## src/rtl/regfile_wb_arbiter.sv

```systemverilog
// rtl/regfile_wb_arbiter.sv - two-requester writeback arbiter for the register-file write port
module regfile_wb_arbiter #(
    parameter int XLEN     = 32,
    parameter int MAX_WAIT = 3
) (
    input  logic            CLK,
    input  logic            RESET,
    input  logic            FLUSH,
    input  logic            A_VALID,
    input  logic [4:0]      A_RD,
    input  logic [XLEN-1:0] A_DATA,
    output logic            A_READY,
    input  logic            B_VALID,
    input  logic [4:0]      B_RD,
    input  logic [XLEN-1:0] B_DATA,
    output logic            B_READY,
    output logic [4:0]      RD,
    output logic [XLEN-1:0] RD_DATA,
    output logic            reg_write_enable,
    output logic [3:0]      STARVE_CNT
);

    // Wait limit in counter width; legal range 1..15 fits in four bits.
    localparam logic [3:0] MAX_WAIT_CNT = 4'(MAX_WAIT);

    logic            force_b;
    logic            grant_a;
    logic            grant_b;
    logic            win_any;
    logic [4:0]      win_rd;
    logic [XLEN-1:0] win_data;

    // Priority grant: A wins unless B has waited MAX_WAIT cycles. READY never
    // looks at the requester's own VALID, so no loop forms through a requester.
    always_comb begin
        force_b  = (STARVE_CNT == MAX_WAIT_CNT);
        grant_b  = B_VALID & (~A_VALID | force_b);
        grant_a  = A_VALID & ~grant_b;
        A_READY  = ~(B_VALID & force_b) | FLUSH;
        B_READY  = ~A_VALID | force_b | FLUSH;
        win_any  = grant_a | grant_b;
        win_rd   = grant_b ? B_RD : A_RD;
        win_data = grant_b ? B_DATA : A_DATA;
    end

    // Registered write port: winner appears one cycle after its handshake.
    // Flushed cycles and x0 destinations produce no strobe; x0 also zeroes the
    // address/data so nothing stale is presented with a dropped write.
    always_ff @(posedge CLK or posedge RESET) begin
        if (RESET) begin
            reg_write_enable <= 1'b0;
            RD               <= '0;
            RD_DATA          <= '0;
        end else if (FLUSH) begin
            reg_write_enable <= 1'b0;
        end else if (win_any) begin
            if (win_rd == 5'd0) begin
                reg_write_enable <= 1'b0;
                RD               <= '0;
                RD_DATA          <= '0;
            end else begin
                reg_write_enable <= 1'b1;
                RD               <= win_rd;
                RD_DATA          <= win_data;
            end
        end else begin
            reg_write_enable <= 1'b0;
        end
    end

    // Starvation counter: counts consecutive refused B cycles, cleared whenever
    // B is served, withdraws, or the pipeline is flushed.
    always_ff @(posedge CLK or posedge RESET) begin
        if (RESET) begin
            STARVE_CNT <= '0;
        end else if (FLUSH || grant_b || !B_VALID) begin
            STARVE_CNT <= '0;
        end else if (STARVE_CNT != MAX_WAIT_CNT) begin
            STARVE_CNT <= STARVE_CNT + 4'd1;
        end
    end

endmodule

```

## config.mk

```make
export PLATFORM = sky130hd
export DESIGN_NAME = regfile_wb_arbiter
export DESIGN_NICKNAME = d
export VERILOG_FILES = /design/src/rtl/regfile_wb_arbiter.sv
export SDC_FILE = /design/constraint.sdc
export NUM_CORES = 1
export LEC_CHECK = 0
export ABC_CLOCK_PERIOD_IN_PS = 4200
export CORE_ASPECT_RATIO = 0.9
export CORE_UTILIZATION = 39
export CTS_BUF_LIST = sky130_fd_sc_hd__clkbuf_4 sky130_fd_sc_hd__clkbuf_8 sky130_fd_sc_hd__clkbuf_16
export DETAILED_ROUTE_END_ITERATION = 7
export GPL_TIMING_DRIVEN = 1
export HOLD_SLACK_MARGIN = 0.05
export PLACE_DENSITY = 0.82
export SLEW_MARGIN = 20
export SYNTH_ARGS = -nofsm -noshare
export SYNTH_HDL_FRONTEND = slang
export SYNTH_SLANG_ARGS = --single-unit
export TNS_END_PERCENT = 10
```

## constraint.sdc

```tcl
create_clock -name CLK -period 4.2 [get_ports CLK]
set_input_delay 1.05 -clock CLK [delete_from_list [all_inputs] [get_ports CLK]]
set_output_delay 1.05 -clock CLK [all_outputs]
set_load 0.02 [all_outputs]
```

==> results.json <==
{
  "synth_edf_count": 0,
  "clk_pin_slew_worst_paths_ns": 0.07,
  "drc": 0,
  "final_nets": 364,
  "finalCritPeriodShare_pct": 87.26,
  "setup.worst_path.end_class": "output pin",
  "cellLeakagePower_uw": 0.001398,
  "areaGrowthSynthToFinish_pct": 71.40,
  "yosys-top-cells-count": "42 x dfrtp_1, 32 x a221o_1, 32 x and2_1, 12 x nor2_1, 6 x a21oi_1",
  "max_freq_mhz": 272.9,
  "routedWlPerCell_um": 14.87,
  "clk_path_buf_depth": 2,
  "p_comb_share_pct": 30.2,
  "yosys-top-cells-area": "dfrtp_1 54%, a221o_1 16%, and2_1 10%",
  "grt_first_pass_wirelength_um": 8735,
  "skew_ns": 0.008758,
  "antenna_found_initial": 0,
  "synth-main-ff-cell": "dfrtp_1",
  "die_h_um": 69.03,
  "yosysUniqueCellTypes": 27,
  "cap_violations": 0,
  "relSlewSlack_pct": 54.98,
  "yosys_register_bits": 42,
  "clockPowerShare_pct": 28.3,
  "drt_iter0_markers": 66,
  "p_sw_uw": 303.9,
  "arrival_ns": 2.61,
  "clockRootBuffer": "clkbuf_8",
  "synth_largest_area_cell": "dfrtp_1",
  "cts_max_level": 2,
  "yosysWarnings": 0,
  "hp-class": "flop to flop",
  "cts_buffers": 5,
  "async_reset_ff_share_pct": 100.0,
  "overflow": 0,
  "die_w_um": 76.48,
  "syn-instance-count": 161,
  "critical_path_required_ns": 3.15,
  "placed_area_um2": 3223,
  "fillCellCount": 386,
  "dr.pass1.iters": 4,
  "outcome": "finished, final reports clean",
  "internal_power_uw": 841.8,
  "ir_worst_vdd_v": 0.0001970,
  "finalSetupViolations": 0,
  "post-cts-setup-buffers": 0,
  "critPathMaxFanout": 4,
  "boundaryPins": 123,
  "synth.avg_cell_area_um2": 12.09,
  "seqPwrFrac_pct": 41.5,
  "gp_congestion": 0.7340,
  "slew_viol_final": 0,
  "grt_pass1_vias": 1750,
  "diodes": 0,
  "synth_top_cell_area_share_pct": 53.98,
  "drt-total-wl_um": 5206,
  "via_count": 1764,
  "switching_share_pct": 26.52,
  "final-hold-violation-count": 0,
  "io_buffers": 122,
  "postCtsHoldBufs": 0,
  "synth-seq-area-share_pct": 53.98,
  "core_um2": 4835,
  "row_count": 24,
  "grt_max_degree": 43,
  "power.density_nw_per_um2": 343.3,
  "stdcell_area_um2": 3337,
  "setup_tns_ns": 0,
  "synth_area_um2": 1947,
  "cts_resized": 0,
  "drive_gt1_share_pct": 7.368,
  "start_util_pct": 40.27,
  "cp-start-kind": "input pin",
  "period_needed_ns": 3.665,
  "grt_use_total_pct": 21.46,
  "cts_tree": "yes",
  "crit_type": "input pin to output pin",
  "tightest_slew_ns": 0.6731,
  "yosys.cell_count.top_type": "dfrtp_1",
  "syn-num-nets": 241,
  "antenna_left": 0,
  "dp_hpwl_um": 3731,
  "clock_sinks": 42,
  "dieArea_um2": 5279,
  "clock_latency_ns": 0.29,
  "viasPerCell": 5.040,
  "rsz0062_at_grt": "no"
}
-- cell usage in the layout (no fill, tap or decap), types with 2 or more instances in the layout --
cell type / synthesis / layout
clkbuf_8: 0 / 5
nand3_1: 2 / 2
mux2i_1: 5 / 5
a21oi_1: 6 / 6
buf_4: 0 / 4
and2_1: 32 / 32
dfrtp_1: 42 / 42
clkbuf_4: 0 / 2
or4_4: 2 / 2
nor2_1: 12 / 12
clkdlybuf4s50_1: 0 / 122
inv_1: 3 / 2
a221o_1: 32 / 32
-- state kept, by name, summed over array words and instances, names as in the netlist --
register	flops
RD	5
RD_DATA	32
STARVE_CNT	4
reg_write_enable	1
-- critical path, stage by stage --
cell and delay, ns:
clkdlybuf4s50_1 0.57, and4bb_1 0.37, nand2b_1 0.08, clkdlybuf4s50_1 0.54
-- logic make-up (layout without fill, tap and decap cells) --
kind of cell / Yosys count / count (layout) / share of synthesized area (%)
multiplexers: 5 / 5 / 2.571
AND/OR/NAND/NOR: 58 / 58 / 18.89
buffers and inverters: 13 / 137 / 3.920
adder cells (fa/ha/maj): 1 / 1 / 0.6426
flip-flops: 42 / 42 / 53.98
AO/OA/AOI/OAI: 40 / 40 / 19.09
XOR/XNOR: 2 / 2 / 0.8999
-- layer usage --
layer / up-vias / global-route usage [%] / wire length (µm)
li1: 843 / - / -
met1: 830 / 27.52 / 2290
met2: 85 / 34.43 / 2462
met3: 6 / 7.152 / 401
met4: 0 / 6.410 / 51
met5: - / 0 / 0
-- worst paths after layout --
kind / start / to / slack [ns] / cells past startpoint
min: STARVE_CNT[0]$_DFFE_PP0P_ / STARVE_CNT[0]$_DFFE_PP0P_ / 0.50 / 1
max in group asynchronous: RESET / reg_write_enable$_DFF_PP0_ / 2.66 / 3
min reg2reg: STARVE_CNT[0]$_DFFE_PP0P_ / STARVE_CNT[0]$_DFFE_PP0P_ / 0.50 / 1
max reg2reg: STARVE_CNT[0]$_DFFE_PP0P_ / RD_DATA[28]$_DFFE_PP0P_ / 1.94 / 6
max: B_VALID / A_READY / 0.54 / 4
min in group asynchronous: RESET / RD_DATA[4]$_DFFE_PP0P_ / 1.18 / 3
-- area by class of cell --
class	instances	area, µm²	share of cell area (%)
Timing Repair Buffer	126	1251	37.50
Sequential cell	42	1051	31.50
Multi-Input combinational cell	106	828.3	24.82
Clock buffer	7	83.83	2.512
Tap cell	65	81.33	2.437
Clock inverter	1	30.03	0.8999
Inverter	3	11.26	0.3375
-- per-stage QoR --
step / setup WS, ns / hold slack (ns) / utilization [%] / power, µW / std cells
finish: 0.5350 / 0.4961 / 69.02 / 1146 / 350
global route: 0.4490 / 0.5333 / 69.02 / 1203 / 350
CTS: 0.5300 / 0.5002 / 69.02 / 1154 / 350
detailed placement: 0.5220 / 0.4892 / 66.67 / 829.3 / 342
global placement: 0.5630 / 0.4754 / 66.67 / 824.6 / 342
floorplan: 1.651 / 0.5799 / - / 635.0 / 161
-- power by group through the flow --
stage / Combinational [µW] / Sequential, µW / Clock (µW)
floorplan: 94.0 / 541 / 0
global placement: 342 / 483 / 0
detailed placement: 348 / 482 / 0
CTS: 349 / 475 / 330
global route: 369 / 482 / 352
finish: 346 / 475 / 324
No activity file was read; power rests on OpenSTA's default activity.
